--- src/rtl/tm1638_pkg.sv ---
// Shared constants, FSM state type and frame sizes for the TM1638 display driver.
package tm1638_pkg;

  localparam logic [7:0] CMD_WRITE_AUTO = 8'h40;
  localparam logic [7:0] CMD_ADDR0      = 8'hC0;
  localparam logic [7:0] CMD_DISP_ON    = 8'h88;

  localparam logic [4:0] F1_BYTES = 5'd1;
  localparam logic [4:0] F2_BYTES = 5'd17;
  localparam logic [4:0] F3_BYTES = 5'd1;

  typedef enum logic [2:0] {
    IDLE,
    SETUP,
    BIT_LO,
    BIT_HI,
    HOLD,
    GAP
  } state_t;

  function automatic logic [4:0] frame_bytes(input logic [1:0] frame);
    case (frame)
      2'd0:    return F1_BYTES;
      2'd1:    return F2_BYTES;
      default: return F3_BYTES;
    endcase
  endfunction

endpackage

--- src/rtl/tm1638_driver_hex_to_7seg.sv ---
// Hex nibble to TM1638 segment byte (bit0=a .. bit6=g, dp off).
module hex_to_7seg (
  input  logic [3:0] hex,
  output logic [7:0] seg
);

  always_comb begin
    seg = 8'h00;
    case (hex)
      4'h0: seg = 8'h3F;
      4'h1: seg = 8'h06;
      4'h2: seg = 8'h5B;
      4'h3: seg = 8'h4F;
      4'h4: seg = 8'h66;
      4'h5: seg = 8'h6D;
      4'h6: seg = 8'h7D;
      4'h7: seg = 8'h07;
      4'h8: seg = 8'h7F;
      4'h9: seg = 8'h6F;
      4'hA: seg = 8'h77;
      4'hB: seg = 8'h7C;
      4'hC: seg = 8'h39;
      4'hD: seg = 8'h5E;
      4'hE: seg = 8'h79;
      4'hF: seg = 8'h71;
      default: seg = 8'h00;
    endcase
  end

endmodule

--- src/rtl/tm1638_driver.sv ---
// TM1638 write-only serial driver: shows a latched 32-bit word as eight hex digits.
// Handshake: start is taken only in IDLE; busy covers the whole transfer; done pulses as busy drops.
module tm1638_driver
  import tm1638_pkg::*;
#(
  parameter int CLK_DIV = 25
) (
  input  logic        clk,
  input  logic        rst_n,
  input  logic [31:0] data,
  input  logic [2:0]  brightness,
  input  logic        start,
  output logic        busy,
  output logic        done,
  output logic        tm_stb,
  output logic        tm_clk,
  output logic        tm_dio,
  output state_t      dbg_state
);

  localparam int CW = $clog2(2 * CLK_DIV);
  localparam logic [CW-1:0] HALF_END = CW'(CLK_DIV - 1);
  localparam logic [CW-1:0] GAP_END  = CW'(2 * CLK_DIV - 1);
  localparam logic [CW-1:0] CNT_ONE  = CW'(1);

  state_t        state;
  logic [CW-1:0] cnt;
  logic [2:0]    bit_cnt;
  logic [4:0]    byte_cnt;
  logic [1:0]    frame;
  logic [31:0]   data_q;
  logic [2:0]    bri_q;

  logic [4:0] sel_byte;
  logic [2:0] sel_bit;
  logic [2:0] digit;
  logic [3:0] nibble;
  logic [7:0] seg;
  logic [7:0] tx_byte;
  logic       half_end;
  logic       gap_end;
  logic       last_byte;

  assign dbg_state = state;
  assign half_end  = (cnt == HALF_END);
  assign gap_end   = (cnt == GAP_END);
  assign last_byte = (byte_cnt == frame_bytes(frame) - 5'd1);

  // DIO is loaded on entry to BIT_LO, so look up the bit that is about to go out.
  always_comb begin
    sel_byte = byte_cnt;
    sel_bit  = bit_cnt;
    if (state == BIT_HI) begin
      sel_bit = bit_cnt + 3'd1;
      if (bit_cnt == 3'd7) sel_byte = byte_cnt + 5'd1;
    end
  end

  // F2 byte n>0 is address n-1; odd bytes hold the digit segments, even ones the LEDs.
  assign digit  = 3'((sel_byte - 5'd1) >> 1);
  assign nibble = data_q[{~digit, 2'b00} +: 4];

  hex_to_7seg u_seg (
    .hex (nibble),
    .seg (seg)
  );

  always_comb begin
    tx_byte = 8'h00;
    case (frame)
      2'd0: tx_byte = CMD_WRITE_AUTO;
      2'd1: begin
        if (sel_byte == 5'd0) tx_byte = CMD_ADDR0;
        else if (sel_byte[0]) tx_byte = seg;
      end
      default: tx_byte = CMD_DISP_ON | {5'd0, bri_q};
    endcase
  end

  always_ff @(posedge clk or negedge rst_n) begin
    if (!rst_n) begin
      state    <= IDLE;
      cnt      <= '0;
      bit_cnt  <= '0;
      byte_cnt <= '0;
      frame    <= '0;
      data_q   <= '0;
      bri_q    <= '0;
      busy     <= 1'b0;
      done     <= 1'b0;
      tm_stb   <= 1'b1;
      tm_clk   <= 1'b1;
      tm_dio   <= 1'b1;
    end else begin
      done <= 1'b0;
      case (state)
        IDLE: begin
          if (start) begin
            data_q   <= data;
            bri_q    <= brightness;
            busy     <= 1'b1;
            tm_stb   <= 1'b0;
            cnt      <= '0;
            frame    <= '0;
            byte_cnt <= '0;
            bit_cnt  <= '0;
            state    <= SETUP;
          end
        end
        SETUP: begin
          if (half_end) begin
            cnt    <= '0;
            tm_clk <= 1'b0;
            tm_dio <= tx_byte[sel_bit];
            state  <= BIT_LO;
          end else cnt <= cnt + CNT_ONE;
        end
        BIT_LO: begin
          if (half_end) begin
            cnt    <= '0;
            tm_clk <= 1'b1;
            state  <= BIT_HI;
          end else cnt <= cnt + CNT_ONE;
        end
        BIT_HI: begin
          if (half_end) begin
            cnt     <= '0;
            bit_cnt <= bit_cnt + 3'd1;
            if (bit_cnt == 3'd7 && last_byte) begin
              state <= HOLD;
            end else begin
              if (bit_cnt == 3'd7) byte_cnt <= byte_cnt + 5'd1;
              tm_clk <= 1'b0;
              tm_dio <= tx_byte[sel_bit];
              state  <= BIT_LO;
            end
          end else cnt <= cnt + CNT_ONE;
        end
        HOLD: begin
          if (half_end) begin
            cnt    <= '0;
            tm_stb <= 1'b1;
            tm_dio <= 1'b1;
            if (frame == 2'd2) begin
              busy  <= 1'b0;
              done  <= 1'b1;
              state <= IDLE;
            end else begin
              state <= GAP;
            end
          end else cnt <= cnt + CNT_ONE;
        end
        GAP: begin
          if (gap_end) begin
            cnt      <= '0;
            tm_stb   <= 1'b0;
            frame    <= frame + 2'd1;
            byte_cnt <= '0;
            bit_cnt  <= '0;
            state    <= SETUP;
          end else cnt <= cnt + CNT_ONE;
        end
        default: state <= IDLE;
      endcase
    end
  end

endmodule

--- config.mk ---
export PLATFORM = sky130hd
export DESIGN_NAME = tm1638_driver
export DESIGN_NICKNAME = d
export VERILOG_FILES = /design/src/rtl/tm1638_pkg.sv /design/src/rtl/tm1638_driver_hex_to_7seg.sv /design/src/rtl/tm1638_driver.sv
export SDC_FILE = /design/constraint.sdc
export NUM_CORES = 1
export LEC_CHECK = 0
export CAP_MARGIN = 20
export CORE_ASPECT_RATIO = 0.75
export CORE_MARGIN = 2
export CORE_UTILIZATION = 35
export DETAILED_ROUTE_END_ITERATION = 8
export PLACE_DENSITY = 0.61
export SYNTH_ARGS = -nofsm -noshare
export SYNTH_HDL_FRONTEND = slang
export SYNTH_SLANG_ARGS = --single-unit
--- constraint.sdc ---
create_clock -name clk -period 7.1 [get_ports clk]
set_input_delay 1.42 -clock clk [delete_from_list [all_inputs] [get_ports clk]]
set_output_delay 1.42 -clock clk [all_outputs]
set_load 0.03 [all_outputs]
# Yosys cells after proc, flatten, opt, wreduce, memory -nomap -nowiden
# Memories as Yosys holds them, arrays and structs flattened.
# Cells that the tools add are included.
# op_classes
n_addsub,6
magnitude_cmp,1
eq_ne,19
shift,1
n_mux,53
n_bitwise,1
n_reduce_logical,22
# ops
op,n
3-bit 2-to-1 mux,12
5-bit 2-to-1 mux,7
32-bit by 6-bit indexed part select with 4-bit output,1
6-bit 2-to-1 mux,3
3-bit one-hot mux with 6 select lines,1
6-bit one-hot mux with 3 select lines,1
1-bit 2-to-1 mux,16
8-bit 2-to-1 mux,2
2-bit inequality test (second input constant),8
8-bit one-hot mux with 2 select lines,1
5-bit one-hot mux with 3 select lines,1
5-bit AND reduction,3
3-bit nonzero test,5
4-bit AND reduction,3
3-bit == test (second input constant),3
1-bit one-hot mux with 3 select lines,3
3-bit one-hot mux with 3 select lines,1
6-bit by 1-bit adder with 6-bit output (second input constant),1
3-bit by 2-bit == test with 1-bit output (second input constant),2
6-bit by 5-bit == test with 1-bit output (second input constant),1
6-bit == test (second input constant),1
6-bit AND reduction,1
5-bit by 1-bit adder with 5-bit output (second input constant),1
5-bit == test,1
21 further kinds,24
# word_totals
reg_bits,59
mem_bits_ro,112
input_bits,38
out_inout_bits,8
word_cells,116
memories,1
# mem_list
name,depth,width,rd,rd_ports_with_merged_regs,wr,line_no,source
(name not given),16,7,1,0,0,tm1638_driver_hex_to_7seg.sv:9,case (hex)

# Longest topological paths before layout
# Gate-level depths: netlist (run 1).
# An unclocked memory read counts as a cell.
# depth
ltp_word,15
ltp_mapped,19
depth_no_buf,18

# By module
# Synthesis (run 1) repeated with hierarchy kept, for this count alone.
# hier_totals
cells_unflattened,462
area_unflattened_um2,4414.2
# by_module_without_submodules
module,instances,cells_each,area_per_inst_um2,seq_area_each_um2
tm1638_driver,1,427,4112.7,1480.2
hex_to_7seg,1,35,301.5,0.0

# Worst setup path before layout (run 1)
# Ideal clock, no wire load.
# synth_path
path_type,register to register
start,register bit_cnt[1]
end,register tm_dio
setup_time_ps,96
arrival_ps,3930
required_time_ps,7004
slack_ps,3075
path_stages_with_launch,16
path_buffers,1
period_less_slack_ps,4025
cell_sequence,dfrtp_1 ha_1 ha_1 nand4b_1 xnor2_1 inv_2 ha_1 buf_1 mux4_2 mux2i_1 inv_1 ha_1 mux2_1 a221oi_1 o22ai_1 o32ai_1
# synth_via
elab_chain_cells,15
elab_cells_between_ends,22
classes_between,add/sub: 2; eq/ne: 2; shift: 1; mux: 12; bitwise: 1; reduce/logical: 3; memory: 1
# synth_rtl
item,line_no,source
from (decl),tm1638_driver.sv:28,logic [2:0] bit_cnt;
from (signal assigned),tm1638_driver.sv:128,bit_cnt <= bit_cnt + 3'd1;
3-bit == test,"tm1638_driver.sv:55, tm1638_driver.sv:129",
5-bit 2-to-1 mux,-,
5-bit 2-to-1 mux,tm1638_driver.sv:53,if (state == BIT_HI) begin
4-bit by 1-bit subtractor with 4-bit output,tm1638_driver.sv:60,assign digit = 3'((sel_byte - 5'd1) >> 1);
3-bit inverter,tm1638_driver.sv:61,"assign nibble = data_q[{~digit, 2'b00} +: 4];"
32-bit by 6-bit indexed part select with 4-bit output,tm1638_driver.sv:61,
memory 16 x 7 bit,-,
8-bit 2-to-1 mux,tm1638_driver.sv:74,else if (sel_byte[0]) tx_byte = seg;
8-bit 2-to-1 mux,tm1638_driver.sv:73,if (sel_byte == 5'd0) tx_byte = CMD_ADDR0;
8-bit one-hot mux with 2 select lines,tm1638_driver.sv:70,case (frame)
1-bit binary-select mux with 3-bit select,"tm1638_driver.sv:114, tm1638_driver.sv:134",
1-bit 2-to-1 mux (not written as such),"tm1638_driver.sv:114, tm1638_driver.sv:134",
1-bit 2-to-1 mux,tm1638_driver.sv:129,if (bit_cnt == 3'd7 && last_byte) begin
1-bit 2-to-1 mux,tm1638_driver.sv:126,if (half_end) begin
1-bit one-hot mux with 3 select lines,tm1638_driver.sv:96,case (state)
to (signal assigned),tm1638_driver.sv:114,tm_dio <= tx_byte[sel_bit];
to (signal assigned),tm1638_driver.sv:134,tm_dio <= tx_byte[sel_bit];
to (decl),tm1638_driver.sv:17,"output logic tm_dio,"
# Parallel ways exist; a longest one is shown, timed or not. The select of a mux whose other input is x is not followed.
# A chain may end at the register's enable or synchronous reset.

# Worst setup path after layout (run 1)
# Ends and elaborated chain as after synthesis.

==> results of run 1 <==
-- layer usage --
layer / part of all wire, % / GRT usage, % / up-vias
li1: - / - / 1337
met2: 44 / 20.6 / 69
met4: 1.8 / 6.32 / 0
met5: 0 / 0 / -
met3: 4.4 / 3.63 / 15
met1: 50 / 22.7 / 1374
-- cell families (layout without fill, tap and decap cells) --
kind of cell,Yosys count,after routing,share of synthesized area [%]
mux,63,63,20.4
flops,59,59,40.3
buf+inv,30,79,3.61
fa+ha+maj,18,18,6.14
simple gates,88,88,13.1
compound gates,74,74,13.7
xor+xnor,9,9,2.66
-- sequential cells by signal, summed over array words and instances (netlist names) --
name       flops
data_q        32
cnt            6
byte_cnt       5
bit_cnt        3
bri_q          3
dbg_state      3
frame          2
busy           1
done           1
tm_clk         1
tm_dio         1
tm_stb         1
-- worst max-delay path: cells and delay by family, from the launching register on --
| family | cells | cell delay [ns] |
|---|---|---|
| flops | 1 | 0.40 |
| mux | 2 | 0.78 |
| buf+inv | 1 | 0.08 |
| xor+xnor | 2 | 0.49 |
| compound gates | 3 | 0.73 |
| fa+ha+maj | 4 | 1.01 |
| simple gates | 4 | 0.95 |
-- worst max-delay path by stage --
stage                     startpoint     end  slack, ns
after floorplan           bit_cnt[1]  tm_dio       3.07
after CTS                 bit_cnt[1]  tm_dio       2.58
final                     bit_cnt[1]  tm_dio       2.58
after global placement    bit_cnt[1]  tm_dio       2.86
after global routing      bit_cnt[1]  tm_dio       2.15
after detailed placement  bit_cnt[1]  tm_dio       2.60
-- area by class of cell --
cell class,count,area [sq um]
clock buffer,9,225
clock inverter,7,100
fill,993,5700
inverter,16,60.1
multi-input combinational,252,2060
sequential,59,1480
tap,136,170
timing repair buffer,47,460
-- synth_stat cells, drive strengths merged (4+ instances only) --
library cell,instances
dfrtp,56
mux2,42
o21ai,21
nand2,20
ha,18
mux2i,17
inv,16
nor2,12
a21oi,9
buf,8
xnor2,8
nand2b,7
nand3,7
a211oi,6
clkbuf,6
nor3,6
or3,6
and2,5
and3,5
nor2b,5
o22ai,5
mux4,4
nand4,4
o211ai,4
o31ai,4
-- power by group through the flow --
| stage | Sequential [uW] | Clock, uW | Combinational (uW) |
|---|---|---|---|
| CTS | 532 | 483 | 523 |
| finish | 531 | 471 | 521 |
| detailed placement | 536 | 0 | 519 |
| global placement | 539 | 0 | 508 |
| floorplan | 513 | 0 | 400 |
| global route | 550 | 499 | 572 |
-- through the flow --
step | std cells | hold slack, ns | worst slack (ns) | util [%]
2_1_floorplan | 341 | 0.475 | 3.07 | -
6_report | 526 | 0.505 | 2.58 | 44.4
5_1_grt | 526 | 0.523 | 2.15 | 44.4
3_3_place_gp | 510 | 0.489 | 2.86 | 41.2
4_1_cts | 526 | 0.509 | 2.58 | 44.4
3_5_place_dp | 510 | 0.494 | 2.60 | 41.2
==> results.toml, run 1 <==
[synth]
syn_nets = 397
avgSynthCellArea_sq_um = 10.8
ys_warn_count = 0
ys.flop_type = "dfrtp_1"
synth_top_area_share_pct = 38.2
netlist_area_sq_um = 3670
ys_seq_elements = 59
ys_top_cells_by_area = "dfrtp_1 (38%), mux2_2 (12%), ha_1 (6.1%)"
ys_types = 64
ys_seq_area_share_pct = 40.3
async_flop_share_pct = 100
synth_edf_count = 0
synth_top_cell_by_area = "dfrtp_1"
synthCells = 341

[sta]
fin_crit_sh_pct = 63.7
tightest_slew_ns = 0.754
skew_ns = 0.00647
slew_violations = 0
setup_viol = 0
final_hold_viol_count = 0
rsz0062_at_grt = "false"
max_freq_ghz = 0.221
period_minus_slack_ns = 4.52
setup_tns_ns = 0
max_slew_margin_pct = 49.8

[floorplanning]
core_sq_um = 10200
die_x_um = 122
die_h_um = 92.7
io_pins = 46
initial_utilization_pct = 35.8
die_area_sq_um = 11300
rows = 32

[global_routing]
grt_pass1_wl_um = 13200
grt_max_degree = 60
grt_antenna_before_repair = 0
globalRouteOverflowTotal = 0
grtUsageTotal_pct = 15.2
grt_pass1_vias = 2590

[route]
drt_iter0_markers = 193
postRouteAntennaNets = 0
routed_wl_um = 8170
firstDrtPassIters = 4
wire_per_inst_um = 15.5
vias = 2795
drc = 0
via_per_inst = 5.31

[cts]
h-tree-depth = 3
ctsResizeCount = 0
holdBufCountCts = 0
cts_setup_buffers = 0
clkTransAtPathRegs_ns = 0.06
root_buffer = "clkbuf_16"
cts_tree = "yes"
numCtsBuffers = 9
clk_path_buf_depth = 2
clk_latency_ns = 0.33
cts.sinks = 59

[layout]
antenna_cells = 0
layout_common_cells = "dfrtp_1 (56), clkdlybuf4s50_1 (44), mux2_2 (40)"
areaGrowthSynthToFinish_pct = 24.1
layout.cells.most_common = "dfrtp_1"
nNetsFinal = 441
drive_gt1_share_pct = 20.3
postLayoutCellArea_sq_um = 4550

[critical_path]
arrival_ns = 4.76
r2r_slack_ns = 2.58
criticalPathCategory = "reg2reg"
max_stage_delay_ns = 0.51
rr_endpoint = "tm_dio"
cp_common_cell = "ha_1"
crit_path_end_kind = "flop"
crit_required_ns = 7.34
rr_startpoint = "bit_cnt[1]"
cp-start-kind = "flop"
path_cells = "ha_1, ha_1, nand4b_1, xnor2_1, inv_2, ha_1, xnor2_1, and3_1, or2_1, mux4_2, mux2i_1, ha_1, nor2_1, a211oi_1, a2111oi_0, o32ai_1"
r2r.worst_path.cells = 16
crit_path_top_delay_cell = "a2111oi_0"
crit_fanout = 10

[power_and_ir_drop]
switching_share_pct = 32.3
total_power_uw = 1520
seq_power_share_pct = 34.9
pwr-share-comb_pct = 34.2
p_int_uw = 1030
power_density_nw_per_um2 = 334
power_switching_uw = 492
vdd_ir_drop_max_mv = 0.160
p_clk_share_pct = 30.9
p_leak_uw = 0.00187

[placement]
dp_hpwl_um = 6020
dpl_cell_area_sq_um = 4230
globalplace.congestion = 0.813
io_buffers = 45

[worst_hold_path]
hold_depth = 1
worstHoldEndpoint = "data_q[6]"
min_path_type = "reg2reg"
min_from = "data_q[6]"

[flow_run]
drv_cap = 0

[run_status]
status = "finished clean"
No activity file was read; power rests on OpenSTA's default activity.
==> inputs of run 2 (changes only) <==
clock period = 4.53 ns   (was 7.1 ns; I/O delays follow)
==> results.toml, run 2 (synthesis gave the netlist of run 1 again) <==
[run_status]
status = "finished clean"

[sta]
fin_crit_sh_pct = 92.4
period_minus_slack_ns = 4.19
skew_ns = 0.00509
rsz0062_at_grt = "false"
slew_violations = 0
tightest_slew_ns = 0.896
setup_tns_ns = 0
max_slew_margin_pct = 40.3
max_freq_ghz = 0.239
final_hold_viol_count = 0
setup_viol = 0

[route]
routed_wl_um = 8270
drc = 0
drt_iter0_markers = 154
wire_per_inst_um = 15.5
via_per_inst = 5.23
firstDrtPassIters = 4
vias = 2783
postRouteAntennaNets = 0

[layout]
largest_register = "data_q"
reg.largest.list = "data_q x32, cnt x6, byte_cnt x5"
antenna_cells = 0
nNetsFinal = 447
drive_gt1_share_pct = 22.5
areaGrowthSynthToFinish_pct = 24.5
layout.cells.most_common = "dfrtp_1"
layout_common_cells = "dfrtp_1 (56), clkdlybuf4s50_1 (44), mux2_2 (40)"
postLayoutCellArea_sq_um = 4570
largest_reg_flops = 32

[cts]
h-tree-depth = 3
numCtsBuffers = 9
cts.sinks = 59
root_buffer = "clkbuf_16"
clk_path_buf_depth = 2
clk_latency_ns = 0.32
cts_tree = "yes"
clkTransAtPathRegs_ns = 0.05

[critical_path]
cp_common_cell = "ha_1"
cp-start-kind = "flop"
rr_startpoint = "bit_cnt[1]"
crit_path_end_kind = "flop"
cp-startpoint = "bit_cnt[1]"
r2r_slack_ns = 0.34
arrival_ns = 4.43
worst-path-buf-inv = 3
max_stage_delay_ns = 0.41
path_cells = "ha_1, ha_2, nand4b_1, xnor2_2, inv_2, ha_1, xnor2_1, and3_1, or2_4, buf_4, mux2i_1, mux2_2, o21a_1, inv_1, ha_1, nor2b_1, a21oi_1, a2111oi_1, o32ai_1"
crit_required_ns = 4.77
crit_fanout = 8
criticalPathCategory = "reg2reg"
path_delay_family = "simple AND/OR/NAND/NOR gates"
crit_path_top_delay_cell = "a2111oi_1"

[power_and_ir_drop]
p_leak_uw = 0.00187
vdd_ir_drop_max_mv = 0.187
power_density_nw_per_um2 = 501

[placement]
dpl_cell_area_sq_um = 4270
dp_hpwl_um = 6240
io_buffers = 45
globalplace.congestion = 0.823

[floorplanning]
die_h_um = 92.7
initial_utilization_pct = 35.8
die_area_sq_um = 11300
rows = 32
core_sq_um = 10200
die_x_um = 122
io_pins = 46

[global_routing]
grtUsageTotal_pct = 15.4
grt_pass1_vias = 2705
grt_max_degree = 39
grt_antenna_before_repair = 0
globalRouteOverflowTotal = 0
grt_pass1_wl_um = 13700

[worst_hold_path]
min_path_type = "reg2reg"
min_from = "data_q[1]"

[flow_run]
drv_cap = 0
-- run 2: stage by stage --
| step | power [uW] | cells | util (%) | hold slack [ns] | setup slack, ns |
|---|---|---|---|---|---|
| after floorplan | 1430 | 341 | - | 0.475 | 0.505 |
| final | 2290 | 532 | 44.6 | 0.499 | 0.344 |
| after detailed placement | 1670 | 515 | 41.6 | 0.491 | 0.113 |
| after CTS | 2300 | 531 | 44.3 | 0.503 | 0.0943 |
| after global routing | 2450 | 532 | 44.6 | 0.517 | 0.0425 |
| after global placement | 1650 | 515 | 41.6 | 0.489 | 0.415 |
-- run 2: cell type report --
cell class / instances / area (sq um)
timing repair buffer: 53 / 505
inverter: 16 / 60.1
sequential: 59 / 1480
clock inverter: 6 / 41.3
multi-input combinational: 252 / 2070
clock buffer: 10 / 239
tap: 136 / 170
fill: 988 / 5680
-- run 2: per-layer routing --
layer	GRT usage, %	part of all wire [%]
met1	23.0	52
met2	21.7	43
met3	3.39	3.1
met4	5.75	1.9
met5	0	0
-- run 2: final timing paths --
path | end | cells past startpoint
max | tm_dio | 19
min | data_q[1] | 1
max reg2reg | tm_dio | 19
min reg2reg | data_q[1] | 1
max in group asynchronous | tm_stb | 2
min in group asynchronous | data_q[12] | 1
-- run 2: repair_timing --
item                       4_1_cts  5_1_grt
setup buffers                    0        1
resized for setup                0        5
hold endpoints to repair         0        0
hold buffers                     0        0
setup endpoints to repair        0        1
-- run 2: power breakdown --
part / switching, uW / internal, uW
Clock: 246 / 383
Sequential: 99.8 / 712
Combinational: 419 / 428
Total: 764 / 1520
==> inputs of run 3 (changes only) <==
CAP_MARGIN = unset   (was 20)
TNS_END_PERCENT = 50   (was unset)
==> results of run 3 <==
Final layout, timing and power as in run 2 (identical DEF).
